`config.mk`:
```
export PLATFORM = sky130hd
export DESIGN_NAME = game_hud_timer_flat
export DESIGN_NICKNAME = d
export VERILOG_FILES = /design/src/rtl/game_hud_timer_if.sv /design/src/rtl/game_hud_timer.sv /design/src/flat_wrapper.sv
export SDC_FILE = /design/constraint.sdc
export NUM_CORES = 1
export LEC_CHECK = 0
export ABC_AREA = 0
export CAP_MARGIN = 10
export CORE_UTILIZATION = 45
export CTS_BUF_LIST = sky130_fd_sc_hd__clkbuf_4 sky130_fd_sc_hd__clkbuf_8
export DETAILED_ROUTE_END_ITERATION = 8
export PLACE_DENSITY = 0.68
export SLEW_MARGIN = 20
export SYNTH_ARGS = -nofsm -noshare
export SYNTH_HDL_FRONTEND = slang
export SYNTH_SLANG_ARGS = --single-unit
```
`constraint.sdc`:
```
create_clock -name clk -period 7.35 [get_ports clk]
set_clock_uncertainty 0.1 [all_clocks]
set_input_delay 1.8375 -clock clk [delete_from_list [all_inputs] [get_ports clk]]
set_output_delay 1.8375 -clock clk [all_outputs]
set_load 0.01 [all_outputs]
```
`src/rtl/game_hud_timer_if.sv`:
```
// VGA pixel bus carried between stages of the video chain.
// master drives the bus; slave observes it.
//   hcount/vcount : pixel position (11 bits each)
//   hsync/vsync   : sync pulses
//   hblnk/vblnk   : blanking flags
//   rgb           : 12-bit colour
interface game_hud_timer_if;
   logic [10:0] hcount;
   logic [10:0] vcount;
   logic        hsync;
   logic        vsync;
   logic        hblnk;
   logic        vblnk;
   logic [11:0] rgb;

   modport master (
      output hcount, vcount, hsync, vsync,
      output hblnk, vblnk, rgb
   );

   modport slave (
      input hcount, vcount, hsync, vsync,
      input hblnk, vblnk, rgb
   );
endinterface

```
`src/rtl/game_hud_timer.sv`:
```
// HUD overlay and round timer: player scores, countdown,
// arena borders, dashed lanes, round end / overtime.
// Ports:
//   clk         : pixel clock
//   rst         : async active-low reset
//   vga_in      : upstream VGA bus (slave)
//   start       : pulse, begins a round from IDLE/DONE
//   pause       : level, freezes the timer in RUN
//   scores      : packed 8-bit scores, player0 in [7:0]
//   vga_out     : overlaid VGA bus, 1-cycle latency
//   timer_value : seconds remaining
//   time_out    : round over, sticky until start/reset
//   leader      : index of top score, lowest wins ties
// Optional macro HUD_FLASH_EN: blink timer digits in the
// last ten seconds and during overtime.
module game_hud_timer #(
   parameter int          NUM_PLAYERS    = 2,
   parameter int          TIMER_START    = 60,
   parameter int          FRAMES_PER_SEC = 60,
   parameter int          HUD_HEIGHT     = 100,
   parameter int          BORDER_W       = 5,
   parameter int          LANE_X0        = 60,
   parameter int          LANE_X1        = 735,
   parameter logic [11:0] FG_COLOR       = 12'hfff
) (
   input  logic                     clk,
   input  logic                     rst,
   game_hud_timer_if.slave          vga_in,
   input  logic                     start,
   input  logic                     pause,
   input  logic [8*NUM_PLAYERS-1:0] scores,
   game_hud_timer_if.master         vga_out,
   output logic [7:0]               timer_value,
   output logic                     time_out,
   output logic [1:0]               leader
);

   localparam int PW = $clog2(FRAMES_PER_SEC);
   localparam logic [PW-1:0] PS_MAX =
      PW'(FRAMES_PER_SEC - 1);
   localparam logic [PW-1:0] PS_HALF =
      PW'(FRAMES_PER_SEC / 2);
   localparam int STEP =
      (NUM_PLAYERS > 1) ? 672 / (NUM_PLAYERS - 1) : 0;
   localparam logic [7:0]  T_START = 8'(TIMER_START);
   localparam logic [10:0] HUD_H   = 11'(HUD_HEIGHT);
   localparam logic [10:0] BW      = 11'(BORDER_W);
   localparam logic [10:0] RIGHT_B = 11'(800 - BORDER_W);
   localparam logic [10:0] LX0     = 11'(LANE_X0);
   localparam logic [10:0] LX1     = 11'(LANE_X1);
   localparam logic [10:0] TIMER_X = 11'd336;

   typedef enum logic [1:0] {
      S_IDLE,
      S_RUN,
      S_OVT,
      S_DONE
   } state_t;

   state_t        r_state;
   logic [7:0]    r_timer;
   logic [PW-1:0] r_ps;
   logic          r_tout;
   logic [1:0]    r_leader;
   logic          r_vs_d;

   logic [10:0]   r_hc;
   logic [10:0]   r_vc;
   logic          r_hs;
   logic          r_vs;
   logic          r_hb;
   logic          r_vb;
   logic [11:0]   r_rgb;

   logic          w_tick;
   logic [7:0]    w_max;
   logic [1:0]    w_lead;
   logic          w_tie;
   logic          w_tvis;
   logic          w_digit;
   logic [11:0]   w_rgb;

   // 3x5 glyphs, row-major, MSB is top-left
   function automatic logic [14:0] font(
      input logic [3:0] d
   );
      logic [14:0] g;
      case (d)
         4'd0:    g = 15'b111_101_101_101_111;
         4'd1:    g = 15'b010_110_010_010_111;
         4'd2:    g = 15'b111_001_111_100_111;
         4'd3:    g = 15'b111_001_111_001_111;
         4'd4:    g = 15'b101_101_111_001_001;
         4'd5:    g = 15'b111_100_111_001_111;
         4'd6:    g = 15'b111_100_111_101_111;
         4'd7:    g = 15'b111_001_001_001_001;
         4'd8:    g = 15'b111_101_111_101_111;
         4'd9:    g = 15'b111_101_111_001_111;
         default: g = 15'b0;
      endcase
      return g;
   endfunction

   // Three decimal digits at (xp, 0): glyphs scaled x4
   // (12x20 px) on a 16 px pitch, 48 px total width.
   function automatic logic digit_px(
      input logic [10:0] hc,
      input logic [10:0] vc,
      input logic [10:0] xp,
      input logic [7:0]  val
   );
      logic [10:0] dx;
      logic [7:0]  dv;
      logic [15:0] g;
      logic [3:0]  bi;
      logic        on;
      dx = hc - xp;
      on = (dx < 11'd48) && (vc < 11'd20) &&
           (dx[3:2] != 2'd3);
      case (dx[5:4])
         2'd0:    dv = val / 8'd100;
         2'd1:    dv = (val / 8'd10) % 8'd10;
         default: dv = val % 8'd10;
      endcase
      g  = {1'b0, font(dv[3:0])};
      bi = 4'd14 -
           (4'(vc[4:2]) * 4'd3 + 4'(dx[3:2]));
      return on & g[bi];
   endfunction

   assign w_tick = vga_in.vsync & ~r_vs_d;

   // Strict greater-than keeps the lowest index on ties.
   always_comb begin
      w_max  = scores[7:0];
      w_lead = 2'd0;
      w_tie  = 1'b0;
      for (int p = 1; p < NUM_PLAYERS; p++) begin
         if (scores[8*p +: 8] > w_max) begin
            w_max  = scores[8*p +: 8];
            w_lead = 2'(p);
            w_tie  = 1'b0;
         end else if (scores[8*p +: 8] == w_max) begin
            w_tie = 1'b1;
         end
      end
   end

`ifdef HUD_FLASH_EN
   always_comb begin
      w_tvis = 1'b1;
      if ((r_state == S_RUN && r_timer <= 8'd10) ||
          r_state == S_OVT)
         w_tvis = (r_ps < PS_HALF);
   end
`else
   assign w_tvis = 1'b1;
`endif

   always_comb begin
      w_digit = 1'b0;
      for (int p = 0; p < NUM_PLAYERS; p++) begin
         w_digit = w_digit | digit_px(
            vga_in.hcount, vga_in.vcount,
            11'(p * STEP), scores[8*p +: 8]);
      end
      w_digit = w_digit | (w_tvis & digit_px(
         vga_in.hcount, vga_in.vcount,
         TIMER_X, r_timer));
   end

   always_comb begin
      w_rgb = vga_in.rgb;
      if (vga_in.hblnk | vga_in.vblnk)
         w_rgb = 12'h000;
      else if (vga_in.vcount >= 11'd595)
         w_rgb = FG_COLOR;
      else if ((vga_in.hcount < BW ||
                vga_in.hcount >= RIGHT_B) &&
               vga_in.vcount > HUD_H)
         w_rgb = FG_COLOR;
      else if (vga_in.vcount >= HUD_H &&
               vga_in.vcount < HUD_H + BW)
         w_rgb = FG_COLOR;
      else if (vga_in.vcount > HUD_H &&
               !vga_in.vcount[3] &&
               ((vga_in.hcount >= LX0 &&
                 vga_in.hcount < LX0 + BW) ||
                (vga_in.hcount >= LX1 &&
                 vga_in.hcount < LX1 + BW)))
         w_rgb = FG_COLOR;
      else if (vga_in.vcount < HUD_H && w_digit)
         w_rgb = FG_COLOR;
   end

   always_ff @(posedge clk or negedge rst) begin
      if (!rst) begin
         r_state  <= S_IDLE;
         r_timer  <= T_START;
         r_ps     <= '0;
         r_tout   <= 1'b0;
         r_leader <= 2'd0;
         r_vs_d   <= 1'b0;
      end else begin
         r_leader <= w_lead;
         r_vs_d   <= vga_in.vsync;
         case (r_state)
            S_IDLE: begin
               if (start) begin
                  r_state <= S_RUN;
                  r_timer <= T_START;
                  r_ps    <= '0;
               end
            end
            S_RUN: begin
               if (r_timer == 8'd0) begin
                  if (w_tie) begin
                     r_state <= S_OVT;
                  end else begin
                     r_state <= S_DONE;
                     r_tout  <= 1'b1;
                  end
               end else if (w_tick && !pause) begin
                  if (r_ps == PS_MAX) begin
                     r_ps    <= '0;
                     r_timer <= r_timer - 8'd1;
                  end else begin
                     r_ps <= r_ps + 1'b1;
                  end
               end
            end
            S_OVT: begin
               // Prescaler keeps cycling so the blink runs.
               if (w_tick)
                  r_ps <= (r_ps == PS_MAX) ?
                          '0 : r_ps + 1'b1;
               if (!w_tie) begin
                  r_state <= S_DONE;
                  r_tout  <= 1'b1;
               end
            end
            S_DONE: begin
               if (start) begin
                  r_state <= S_RUN;
                  r_timer <= T_START;
                  r_ps    <= '0;
                  r_tout  <= 1'b0;
               end
            end
            default: r_state <= S_IDLE;
         endcase
      end
   end

   always_ff @(posedge clk or negedge rst) begin
      if (!rst) begin
         r_hc  <= '0;
         r_vc  <= '0;
         r_hs  <= 1'b0;
         r_vs  <= 1'b0;
         r_hb  <= 1'b0;
         r_vb  <= 1'b0;
         r_rgb <= '0;
      end else begin
         r_hc  <= vga_in.hcount;
         r_vc  <= vga_in.vcount;
         r_hs  <= vga_in.hsync;
         r_vs  <= vga_in.vsync;
         r_hb  <= vga_in.hblnk;
         r_vb  <= vga_in.vblnk;
         r_rgb <= w_rgb;
      end
   end

   assign vga_out.hcount = r_hc;
   assign vga_out.vcount = r_vc;
   assign vga_out.hsync  = r_hs;
   assign vga_out.vsync  = r_vs;
   assign vga_out.hblnk  = r_hb;
   assign vga_out.vblnk  = r_vb;
   assign vga_out.rgb    = r_rgb;

   assign timer_value = r_timer;
   assign time_out    = r_tout;
   assign leader      = r_leader;

endmodule

```
`src/flat_wrapper.sv`:
```
// flat-port wrapper written by rule: the top's interface ports become plain ports
module game_hud_timer_flat 
#(
   parameter int          NUM_PLAYERS    = 2,
   parameter int          TIMER_START    = 60,
   parameter int          FRAMES_PER_SEC = 60,
   parameter int          HUD_HEIGHT     = 100,
   parameter int          BORDER_W       = 5,
   parameter int          LANE_X0        = 60,
   parameter int          LANE_X1        = 735,
   parameter logic [11:0] FG_COLOR       = 12'hfff
)
  (clk, rst, start, pause, scores, timer_value, time_out, leader, vga_in_hcount, vga_in_vcount, vga_in_hsync, vga_in_vsync, vga_in_hblnk, vga_in_vblnk, vga_in_rgb, vga_out_hcount, vga_out_vcount, vga_out_hsync, vga_out_vsync, vga_out_hblnk, vga_out_vblnk, vga_out_rgb);
  game_hud_timer_if vga_in_i ();
  game_hud_timer_if vga_out_i ();
  input  logic clk;
  input  logic rst;
  input  logic start;
  input  logic pause;
  input  logic [8*NUM_PLAYERS-1:0] scores;
  output logic [7:0] timer_value;
  output logic time_out;
  output logic [1:0] leader;
  input wire logic [$bits(vga_in_i.hcount)-1:0] vga_in_hcount;
  input wire logic [$bits(vga_in_i.vcount)-1:0] vga_in_vcount;
  input wire logic [$bits(vga_in_i.hsync)-1:0] vga_in_hsync;
  input wire logic [$bits(vga_in_i.vsync)-1:0] vga_in_vsync;
  input wire logic [$bits(vga_in_i.hblnk)-1:0] vga_in_hblnk;
  input wire logic [$bits(vga_in_i.vblnk)-1:0] vga_in_vblnk;
  input wire logic [$bits(vga_in_i.rgb)-1:0] vga_in_rgb;
  output wire logic [$bits(vga_out_i.hcount)-1:0] vga_out_hcount;
  output wire logic [$bits(vga_out_i.vcount)-1:0] vga_out_vcount;
  output wire logic [$bits(vga_out_i.hsync)-1:0] vga_out_hsync;
  output wire logic [$bits(vga_out_i.vsync)-1:0] vga_out_vsync;
  output wire logic [$bits(vga_out_i.hblnk)-1:0] vga_out_hblnk;
  output wire logic [$bits(vga_out_i.vblnk)-1:0] vga_out_vblnk;
  output wire logic [$bits(vga_out_i.rgb)-1:0] vga_out_rgb;
  assign vga_in_i.hcount = vga_in_hcount;
  assign vga_in_i.vcount = vga_in_vcount;
  assign vga_in_i.hsync = vga_in_hsync;
  assign vga_in_i.vsync = vga_in_vsync;
  assign vga_in_i.hblnk = vga_in_hblnk;
  assign vga_in_i.vblnk = vga_in_vblnk;
  assign vga_in_i.rgb = vga_in_rgb;
  assign vga_out_hcount = vga_out_i.hcount;
  assign vga_out_vcount = vga_out_i.vcount;
  assign vga_out_hsync = vga_out_i.hsync;
  assign vga_out_vsync = vga_out_i.vsync;
  assign vga_out_hblnk = vga_out_i.hblnk;
  assign vga_out_vblnk = vga_out_i.vblnk;
  assign vga_out_rgb = vga_out_i.rgb;
  game_hud_timer #(.NUM_PLAYERS(NUM_PLAYERS), .TIMER_START(TIMER_START), .FRAMES_PER_SEC(FRAMES_PER_SEC), .HUD_HEIGHT(HUD_HEIGHT), .BORDER_W(BORDER_W), .LANE_X0(LANE_X0), .LANE_X1(LANE_X1), .FG_COLOR(FG_COLOR)) u_core (.clk(clk), .rst(rst), .vga_in(vga_in_i), .start(start), .pause(pause), .scores(scores), .vga_out(vga_out_i), .timer_value(timer_value), .time_out(time_out), .leader(leader));
endmodule
```
==> flow_metrics.env, run 1 <==
export IMPL_status="completed"
export IMPL_rsz0062_at_grt="false"
export IMPL_root_buffer="clkbuf_8"
export IMPL_reg2reg_to="u_core.vga_out.rgb[11]"
export IMPL_viasPerCell=6.16
export IMPL_clock_power_share_pct=9.1
export IMPL_hold_depth=2
export IMPL_synthArstFlopShare_pct=100
export IMPL_grt_pass1_wl_um=35500
export IMPL_grt_usage_pct=23.9
export IMPL_comb_power_share_pct=68.4
export IMPL_nets=1201
export IMPL_worstRegToRegCells=23
export IMPL_fin_setup_tns_ns=0
export IMPL_initial_core_util_pct=46.0
export IMPL_numPortBuffers=105
export IMPL_area_growth_syn_to_layout_pct=18.1
export IMPL_final_cell_count_no_fill=1300
export IMPL_layout_cells_most_common="clkdlybuf4s50_1"
export IMPL_p_sw_share_pct=50.0
export IMPL_hp_start="u_core.time_out"
export IMPL_drtIter0Drc=697
export IMPL_wirelength_um=20900
export IMPL_drcViolationCount=0
export IMPL_avgSynthCellArea_um2=7.68
export IMPL_dieWidth_um=132
export IMPL_cts_num_sinks=56
export IMPL_setup_viol=0
export IMPL_p_leak_nw=3.62
export IMPL_yosysWarnings=0
export IMPL_pin_count=107
export IMPL_setup_worst_path_end_class="register"
export IMPL_dr_pass1_iters=5
export IMPL_critPathLaunchType="input pin"
export IMPL_antenna_found_initial=0
export IMPL_diodes=0
export IMPL_holdCritPathClass="reg -> reg"
export IMPL_cp_data_required_time_ns=7.52
export IMPL_p_per_area_nw_per_um2=232
export IMPL_dpl_cell_count=1292
export IMPL_grt_pass1_vias=7419
export IMPL_fin_util_pct=54.3
export IMPL_p_switching_mw=1.04
export IMPL_max_slew_margin_rel_pct=29.6
export IMPL_grt_max_degree=57
export IMPL_gp_congestion=0.907
export IMPL_max_freq_mhz=145
export IMPL_critPathArrivalTime_ns=7.05
export IMPL_worstSetupPathType="in -> reg"
export IMPL_synthCells=993
export IMPL_syn_area_um2=7630
export IMPL_ctsResizeCount=0
export IMPL_clk_insertion_delay_late_ns=0.33
export IMPL_grt_overflow_total=0
export IMPL_worstHoldEndpoint="u_core.time_out"
export IMPL_cap_violations=0
export IMPL_synthFlopType="dfrtp_1"
export IMPL_finalHoldViolCount=0
export IMPL_synth_cell_types=106
export IMPL_drive_gt1_share_pct=8.52
export IMPL_finalWorstSetupSlack_ns=0.469
export IMPL_sequentialPowerShare_pct=22.5
export IMPL_layout_common_cells="104 x clkdlybuf4s50_1, 76 x nand2_1, 66 x nor2_1, 63 x a21oi_1"
export IMPL_max_clock_path_buffers=2
export IMPL_internal_power_mw=1.04
export IMPL_die_area_um2=17500
export IMPL_ys_ff_latch=56
export IMPL_cts_hold_buf=0
export IMPL_cts_tree="yes"
export IMPL_synth_edff_count=0
export IMPL_wl_per_cell_um=16.1
export IMPL_cts_buffers=5
export IMPL_crit_fanout=17
export IMPL_ctsHtreeMaxLevel=2
export IMPL_vias=8011
export IMPL_cts_setup_buffers=0
export IMPL_synth_nets=1115
export IMPL_dpl_hpwl_um=15500
export IMPL_final_antenna_net_count=0
export IMPL_total_power_mw=2.09
export IMPL_rows=47
export IMPL_rr_startpoint="u_core.timer_value[7]"
export IMPL_worst_pin_slew_ns=1.03
export IMPL_pre_cts_ws_ns=0.164
export IMPL_peakVddDrop_v=0.000100
export IMPL_clk_pin_slew_ns=0.11
export IMPL_timing_final_crit_share_pct=93.6
export IMPL_final_max_slew_violation_count=0
export IMPL_core_um2=16600
export IMPL_r2r_slack_ns=1.53
export IMPL_period_minus_slack_ns=6.88
export IMPL_die_h_um=132
export IMPL_synth_seq_area_share_pct=18.4
-- worst max-delay path, stage by stage --
cell and delay [ns]:
clkdlybuf4s50_1 0.52, inv_1 0.10, ha_1 0.21, buf_4 0.19, a31oi_1 0.19, a31oi_1 0.15, nor3_2 0.36, ha_1 0.27
inv_1 0.07, o31ai_1 0.09, o211a_1 0.28, a211oi_1 0.10, a211oi_1 0.40, inv_1 0.12, ha_1 0.26, a22o_1 0.25
nand2_1 0.07, nand3_1 0.07, a31oi_1 0.15, a21oi_1 0.05, or4_1 0.52, o311ai_1 0.10, a22oi_1 0.14, a41oi_2 0.19
buf_4 0.21, o21a_1 0.12
-- power by group through the flow --
stage	combinational (mW)	sequential, mW	clock [mW]
2_1_floorplan	1.10	0.419	0
3_3_place_gp	1.40	0.472	0
3_5_place_dp	1.40	0.475	0
4_1_cts	1.40	0.468	0.197
5_1_grt	1.58	0.483	0.207
6_report	1.43	0.470	0.190
-- kinds of logic (layout without fill, tap and decap cells) --
kind of cell / count (synthesis) / count (layout) / share of synthesized area (%)
buf+inv: 131 / 218 / 7.59
other cells: 1 / 1 / 0.0492
simple gates: 351 / 351 / 24.7
xor+xnor: 16 / 16 / 1.94
mux: 12 / 12 / 1.62
fa+ha+maj: 64 / 64 / 10.7
compound gates: 362 / 362 / 34.9
flops: 56 / 56 / 18.4
-- registers in the layout, indices dropped and copies added, names as in the netlist --
register / flops
u_core.vga_out.rgb: 12
u_core.time_out: 1
u_core.timer_value: 8
u_core.vga_out.hsync: 1
u_core.vga_out.vcount: 11
u_core.leader: 1
u_core.r_vs_d: 1
u_core.r_ps: 6
u_core.vga_out.hblnk: 1
u_core.vga_out.hcount: 11
u_core.vga_out.vblnk: 1
u_core.r_state: 2
-- routing by layer --
layer	vias up	GRT usage [%]	wire length [um]
li1	3925	-	-
met1	3685	33.3	9740
met2	370	39.5	9400
met3	31	2.19	1450
met4	0	6.64	332
met5	-	0	0
-- worst max path at each step --
| stage | start | slack, ns | endpoint |
|---|---|---|---|
| 5_1_grt | vga_in_hcount[4] | 0.008 | u_core.vga_out.rgb[4] |
| 2_1_floorplan | vga_in_hcount[4] | 0.49 | u_core.vga_out.rgb[10] |
| 3_3_place_gp | vga_in_hcount[4] | 0.32 | u_core.vga_out.rgb[10] |
| 4_1_cts | vga_in_hcount[4] | 0.51 | u_core.vga_out.rgb[4] |
| 3_5_place_dp | vga_in_hcount[4] | 0.16 | u_core.vga_out.rgb[3] |
| 6_report | vga_in_hcount[4] | 0.47 | u_core.vga_out.rgb[11] |
-- metrics by stage --
step | cell area [um^2] | hold slack, ns
after floorplan | 7630 | 0.390
after global placement | 8910 | 0.393
after detailed placement | 8910 | 0.404
after CTS | 9000 | 0.424
after global routing | 9010 | 0.464
final | 9010 | 0.420
-- cell usage after synthesis (all sizes together), types with 15 or more instances --
cell type / n / share of area (%)
a211oi: 23 / 2.3
nand3: 29 / 1.9
a31oi: 22 / 2.0
a21oi: 64 / 4.2
o21ai: 58 / 3.9
nor2: 67 / 3.3
o21a: 19 / 1.9
inv: 64 / 3.2
nand2: 76 / 3.7
a21o: 15 / 1.5
dfrtp: 52 / 17
clkbuf: 26 / 1.3
nor3: 42 / 3.0
nor2b: 22 / 1.8
ha: 62 / 10
nand2b: 23 / 1.9
o211ai: 17 / 1.7
buf: 37 / 2.9
-- area by class of cell --
cell class                      instances  area (um^2)
Sequential cell                        56         1410
Multi-Input combinational cell        806         5650
Fill cell                            1616         7570
Timing Repair Buffer                  142         1320
Tap cell                              220          275
Clock inverter                          3         25.0
Inverter                               68          258
Clock buffer                            5         68.8
No activity file was read; power rests on OpenSTA's default activity.
==> run 2, diff against run 1 <==
--- a/config.mk
+++ b/config.mk
@@ -6,11 +6,10 @@
 export NUM_CORES = 1
 export LEC_CHECK = 0
 export ABC_AREA = 0
-export CAP_MARGIN = 10
 export CORE_UTILIZATION = 45
 export CTS_BUF_LIST = sky130_fd_sc_hd__clkbuf_4 sky130_fd_sc_hd__clkbuf_8
 export DETAILED_ROUTE_END_ITERATION = 8
-export PLACE_DENSITY = 0.68
+export PLACE_DENSITY = 0.7
 export SLEW_MARGIN = 20
 export SYNTH_ARGS = -nofsm -noshare
 export SYNTH_HDL_FRONTEND = slang
==> constraint.sdc (replaced) <==
create_clock -name clk -period 6.1 [get_ports clk]
set_clock_uncertainty 0.1 [all_clocks]
set_input_delay 1.525 -clock clk [delete_from_list [all_inputs] [get_ports clk]]
set_output_delay 1.525 -clock clk [all_outputs]
set_load 0.01 [all_outputs]
==> run 2 against run 1 <==
Against the previous run: hold slack better by 0.015 ns; critical endpoint is now u_core.vga_out.rgb[7]; global-route usage is 2.0 points higher; die area unchanged.
==> flow_metrics.env, run 2 (same netlist as run 1, synthesis figures left out) <==
export IMPL_drtIter0Drc=707
export IMPL_viasPerCell=5.95
export IMPL_grt_max_degree=57
export IMPL_die_area_um2=17500
export IMPL_reg2reg_to="u_core.vga_out.rgb[7]"
export IMPL_rows=47
export IMPL_crit_start="scores[14]"
export IMPL_max_clock_path_buffers=2
export IMPL_cts_buffers=5
export IMPL_hp_start="u_core.time_out"
export IMPL_grt_usage_pct=26.0
export IMPL_cts_hold_buf=0
export IMPL_max_slew_margin_rel_pct=15.4
export IMPL_grt_overflow_total=0
export IMPL_stdcell_area_um2=10800
export IMPL_ctsHtreeMaxLevel=2
export IMPL_critPathLaunchType="input pin"
export IMPL_holdCritPathClass="reg -> reg"
export IMPL_peakVddDrop_v=0.000175
export IMPL_cts_num_sinks=56
export IMPL_wl_per_cell_um=16.0
export IMPL_fin_setup_tns_ns=0
export IMPL_grt_pass1_vias=7959
export IMPL_layout_cells_most_common="buf_4"
export IMPL_crit_fanout=6
export IMPL_clk_insertion_delay_late_ns=0.33
export IMPL_grt_pass1_wl_um=38400
export IMPL_critPathArrivalTime_ns=6.07
export IMPL_drive_gt1_share_pct=25.4
export IMPL_cp_data_required_time_ns=6.22
export IMPL_dpl_hpwl_um=17600
export IMPL_endpoint="u_core.vga_out.rgb[7]"
export IMPL_drcViolationCount=0
export IMPL_largest_reg_flops=12
export IMPL_nets=1375
export IMPL_placed_area_um2=10200
export IMPL_clk_pin_slew_ns=0.11
export IMPL_vias=8763
export IMPL_wirelength_um=23500
export IMPL_p_per_area_nw_per_um2=287
export IMPL_period_minus_slack_ns=5.95
export IMPL_dieWidth_um=132
export IMPL_r2r_slack_ns=0.56
export IMPL_p_leak_nw=4.61
export IMPL_setup_worst_path_end_class="register"
export IMPL_final_antenna_net_count=0
export IMPL_hold_worst_slack_ns=0.435
export IMPL_numPortBuffers=105
export IMPL_timing_final_crit_share_pct=97.5
export IMPL_gp_congestion=0.960
export IMPL_finalHoldViolCount=0
export IMPL_pin_count=107
export IMPL_max_freq_mhz=168
export IMPL_worstSetupPathType="in -> reg"
export IMPL_die_h_um=132
export IMPL_status="completed"
export IMPL_final_max_slew_violation_count=0
export IMPL_layout_common_cells="196 x buf_4, 95 x clkdlybuf4s50_1, 75 x nand2_1, 64 x nor2_1, 61 x a21oi_1"
export IMPL_initial_core_util_pct=46.0
export IMPL_cap_violations=0
export IMPL_area_growth_syn_to_layout_pct=41.8
export IMPL_worst_pin_slew_ns=1.24
export IMPL_core_um2=16600
export IMPL_antenna_found_initial=0
export IMPL_dr_pass1_iters=6
export IMPL_cts_tree="yes"
export IMPL_worstRegToRegCells=21
export IMPL_rr_startpoint="u_core.timer_value[5]"
export IMPL_setup_viol=0
export IMPL_root_buffer="clkbuf_8"
export IMPL_diodes=0
-- run 2: cell count changes in the layout (fill, tap and decap cells not counted), sizes merged --
| cell | before | now |
|---|---|---|
| buf | 38 | 212 |
| clkdlybuf4s50 | 104 | 95 |
| dlymetal6s2s | 0 | 7 |
| clkbuf | 5 | 7 |
| clkinvlp | 1 | 3 |
| inv | 66 | 64 |
-- run 2: per-layer routing --
layer | global-route usage [%] | routed length, um | part of all wire, % | vias to the layer above
met3 | 2.04 | 1340 | 5.7 | 53
met4 | 7.28 | 565 | 2.4 | 0
met2 | 43.0 | 10900 | 46 | 335
li1 | - | - | - | 4278
met5 | 0 | 0 | 0 | -
met1 | 36.3 | 10700 | 46 | 4097
-- run 2: worst min-delay path by stage --
stage | end | depth (start not counted)
CTS | u_core.time_out | 2
finish | u_core.time_out | 2
detailed placement | u_core.time_out | 2
floorplan | u_core.r_ps[1] | 2
global placement | u_core.time_out | 2
global route | u_core.time_out | 2
-- run 2: final cells by class --
class	instances	area [um^2]
well taps	220	275
fillers	1459	5770
clock buffers	5	68.8
flip-flops and latches	56	1410
repair buffers	316	2730
multi-input cells	806	6050
clock inverters	3	26.3
inverters	68	262
-- run 2: report_power, final --
| group | internal [mW] | total (mW) | switching (mW) |
|---|---|---|---|
| logic | 1.13 | 2.32 | 1.19 |
| clock network | 0.0838 | 0.220 | 0.136 |
| registers | 0.435 | 0.565 | 0.130 |
-- run 2: repair_timing --
action	CTS	global route
gates resized for setup	18	64
buffers inserted	3	6
setup endpoints to repair	12	12
pin swaps	11	32
gates cloned	1	1
-- run 2: critical path: stages --
cell and delay, ns:
clkdlybuf4s50_1 0.43, buf_4 0.17, and2_1 0.15, a2111oi_1 0.53, buf_4 0.20, o21ai_1 0.09
o32a_1 0.40, nor2_1 0.24, a21oi_1 0.13, mux2_2 0.29, ha_1 0.32, a31oi_4 0.12
buf_4 0.16, or4_1 0.47, a31oi_1 0.19, a211o_1 0.16, a41oi_4 0.13, buf_6 0.17
o21a_1 0.18
-- run 2: stage by stage --
step | setup WS [ns] | instances | utilization (%) | power, mW
3_3_place_gp | -0.374 | 1455 | 61.8 | 2.62
6_report | 0.152 | 1474 | 65.2 | 3.10
5_1_grt | -0.00290 | 1474 | 65.2 | 3.34
2_1_floorplan | 0.0155 | 993 | - | 1.85
4_1_cts | 0.00807 | 1467 | 62.9 | 2.92
3_5_place_dp | -0.575 | 1455 | 61.8 | 2.64
==> run 3, diff against run 2 <==
==> constraint.sdc (replaced) <==
create_clock -name clk -period 5.1 [get_ports clk]
set_clock_uncertainty 0.1 [all_clocks]
set_input_delay 1.275 -clock clk [delete_from_list [all_inputs] [get_ports clk]]
set_output_delay 1.275 -clock clk [all_outputs]
set_load 0.01 [all_outputs]
==> run 3 against run 2 <==
Against the previous run: the run now ends with setup timing left; sequential power is 11% higher; combinational power is 29% higher; core utilization is 1.4 points higher; via count increased by 2.2%; critical endpoint is now u_core.vga_out.rgb[6]; largest cell class unchanged.
==> flow_metrics.env, run 3 (same netlist as run 1, synthesis figures left out) <==
export IMPL_status="complete, but fails checks"
export IMPL_violations="setup timing"
export IMPL_ctsHtreeMaxLevel=2
export IMPL_max_slew_margin_rel_pct=51.1
export IMPL_crit_fanout=6
export IMPL_die_area_um2=17500
export IMPL_layout_common_cells="250 x buf_4, 92 x clkdlybuf4s50_1, 74 x nand2_1, 65 x nor2_1, 60 x a21oi_1"
export IMPL_cts_hold_buf=0
export IMPL_timing_final_crit_share_pct=111
export IMPL_root_buffer="clkbuf_8"
export IMPL_holdCritPathClass="reg -> reg"
export IMPL_dr_pass1_iters=5
export IMPL_final_max_slew_violation_count=0
export IMPL_grt_usage_pct=26.6
export IMPL_sequentialPowerShare_pct=16.1
export IMPL_p_sw_share_pct=45.8
export IMPL_p_leak_nw=4.78
export IMPL_drive_gt1_share_pct=27.7
export IMPL_total_power_mw=3.88
export IMPL_placed_area_um2=10600
export IMPL_cts_tree="yes"
export IMPL_multiInputGateArea_um2=5930
export IMPL_nets=1426
export IMPL_fin_setup_tns_ns=-6.55
export IMPL_clock_power_share_pct=6.9
export IMPL_hold_worst_slack_ns=0.437
export IMPL_peakVddDrop_v=0.000233
export IMPL_period_minus_slack_ns=5.66
export IMPL_grt_pass1_wl_um=39600
export IMPL_wirelength_um=23700
export IMPL_setup_worst_path_end_class="register"
export IMPL_grt_max_degree=57
export IMPL_p_switching_mw=1.78
export IMPL_area_growth_syn_to_layout_pct=44.8
export IMPL_die_h_um=132
export IMPL_cts_num_sinks=56
export IMPL_cp_data_required_time_ns=5.26
export IMPL_drtIter0Drc=559
export IMPL_worstSetupPathType="in -> reg"
export IMPL_numPortBuffers=105
export IMPL_rows=47
export IMPL_layout_cells_most_common="buf_4"
export IMPL_max_freq_mhz=177
export IMPL_viasPerCell=5.87
export IMPL_cpPeakStageDelay_ns=0.51
export IMPL_path_buf_inv=7
export IMPL_pin_count=107
export IMPL_final_antenna_net_count=0
export IMPL_clk_pin_slew_ns=0.10
export IMPL_internal_power_mw=2.10
export IMPL_critPathArrivalTime_ns=5.82
export IMPL_fillers=1406
export IMPL_grt_pass1_vias=8399
export IMPL_register_area_um2=1410
export IMPL_grt_overflow_total=0
export IMPL_critPathTopFamily="compound AO/OA/AOI/OAI gates"
export IMPL_stdcell_area_um2=11000
export IMPL_comb_power_share_pct=77.0
export IMPL_dieWidth_um=132
export IMPL_vias=8954
export IMPL_cts_buffers=5
export IMPL_antenna_found_initial=0
export IMPL_wl_per_cell_um=15.5
export IMPL_drcViolationCount=0
export IMPL_rsz0062_at_grt="true"
export IMPL_crit_chain="buf_8, buf_6, ha_4, or3_1, a21o_1, a31oi_4, nor3_4, ha_2, inv_2, nand2_2, o211ai_1, a41oi_2, a211oi_2, inv_1, ha_2, buf_4, buf_4, o311a_1, or4_4, o311ai_4, a22oi_2, a41oi_2, buf_6, o21a_1"
export IMPL_gp_congestion=0.909
export IMPL_worst_pin_slew_ns=0.733
export IMPL_finalWorstSetupSlack_ns=-0.563
export IMPL_cap_violations=0
export IMPL_p_per_area_nw_per_um2=351
export IMPL_critPathLaunchType="input pin"
export IMPL_initial_core_util_pct=46.0
export IMPL_core_um2=16600
export IMPL_max_clock_path_buffers=2
export IMPL_finalHoldViolCount=0
export IMPL_dpl_hpwl_um=18300
export IMPL_setup_viol=12
export IMPL_largest_reg_flops=12
export IMPL_slowest_stage="or4_4"
export IMPL_clk_insertion_delay_late_ns=0.33
-- run 3: cell count changes in the layout (fill, tap and decap cells not counted), moves of 3 or more --
cell             change
dlymetal6s2s_1       -7
a31oi_4              -3
dlygate4sd2_1       +10
clkdlybuf4s50_1      -3
a31oi_2              +3
buf_4               +54
-- run 3: layout make-up --
type                    instances  area share (%)
diodes                          1          0.0227
clock buffers                   5           0.623
clock inverters                 3           0.249
inverters                      68            2.42
multi-input cells             806            53.6
flip-flops and latches         56            12.7
well taps                     220            2.49
repair buffers                367            27.8
-- run 3: worst paths after layout --
kind	start	to	slack (ns)	cells after the start
max	vga_in_hcount[5]	u_core.vga_out.rgb[6]	-0.56	24
min	u_core.r_ps[1]	u_core.r_ps[1]	0.44	2
max reg2reg	u_core.timer_value[5]	u_core.vga_out.rgb[6]	-0.18	23
min reg2reg	u_core.r_ps[1]	u_core.r_ps[1]	0.44	2
max in group asynchronous	rst	u_core.r_ps[3]	3.42	2
min in group asynchronous	rst	u_core.timer_value[6]	0.96	2
-- run 3: tightest hold or removal path: stages (launching register included) --
cell and delay, ns:
dfrtp_1 0.39, nand2_1 0.06, o21ai_0 0.06
-- run 3: what timing repair did --
item / in CTS / in global routing
setup endpoints to repair: 12 / 12
setup buffers: 15 / 5
resized for setup: 43 / 18
pin swaps: 44 / 25
cloned: 1 / 0
-- run 3: per-layer routing --
metal / wire length (um) / global-route usage, % / vias to the layer above / share of wire, %
li1: - / - / 4381 / -
met1: 10500 / 35.0 / 4200 / 44
met2: 11400 / 46.1 / 326 / 48
met3: 1330 / 2.88 / 47 / 5.6
met4: 438 / 7.09 / 0 / 1.8
met5: 0 / 0 / - / 0
-- run 3: power groups by stage --
stage	Combinational (mW)	Clock [mW]	Sequential [mW]
2_1_floorplan	1.65	0	0.603
3_3_place_gp	2.63	0	0.627
3_5_place_dp	2.67	0	0.629
4_1_cts	2.79	0.269	0.621
5_1_grt	3.25	0.287	0.635
6_report	2.99	0.267	0.625
-- run 3: per-stage QoR --
step	setup slack (ns)	instances	utilization, %
2_1_floorplan	-0.556	993	-
3_3_place_gp	-1.11	1496	63.8
3_5_place_dp	-1.28	1496	63.8
4_1_cts	-0.484	1520	65.8
5_1_grt	-0.727	1525	66.6
6_report	-0.563	1526	66.6
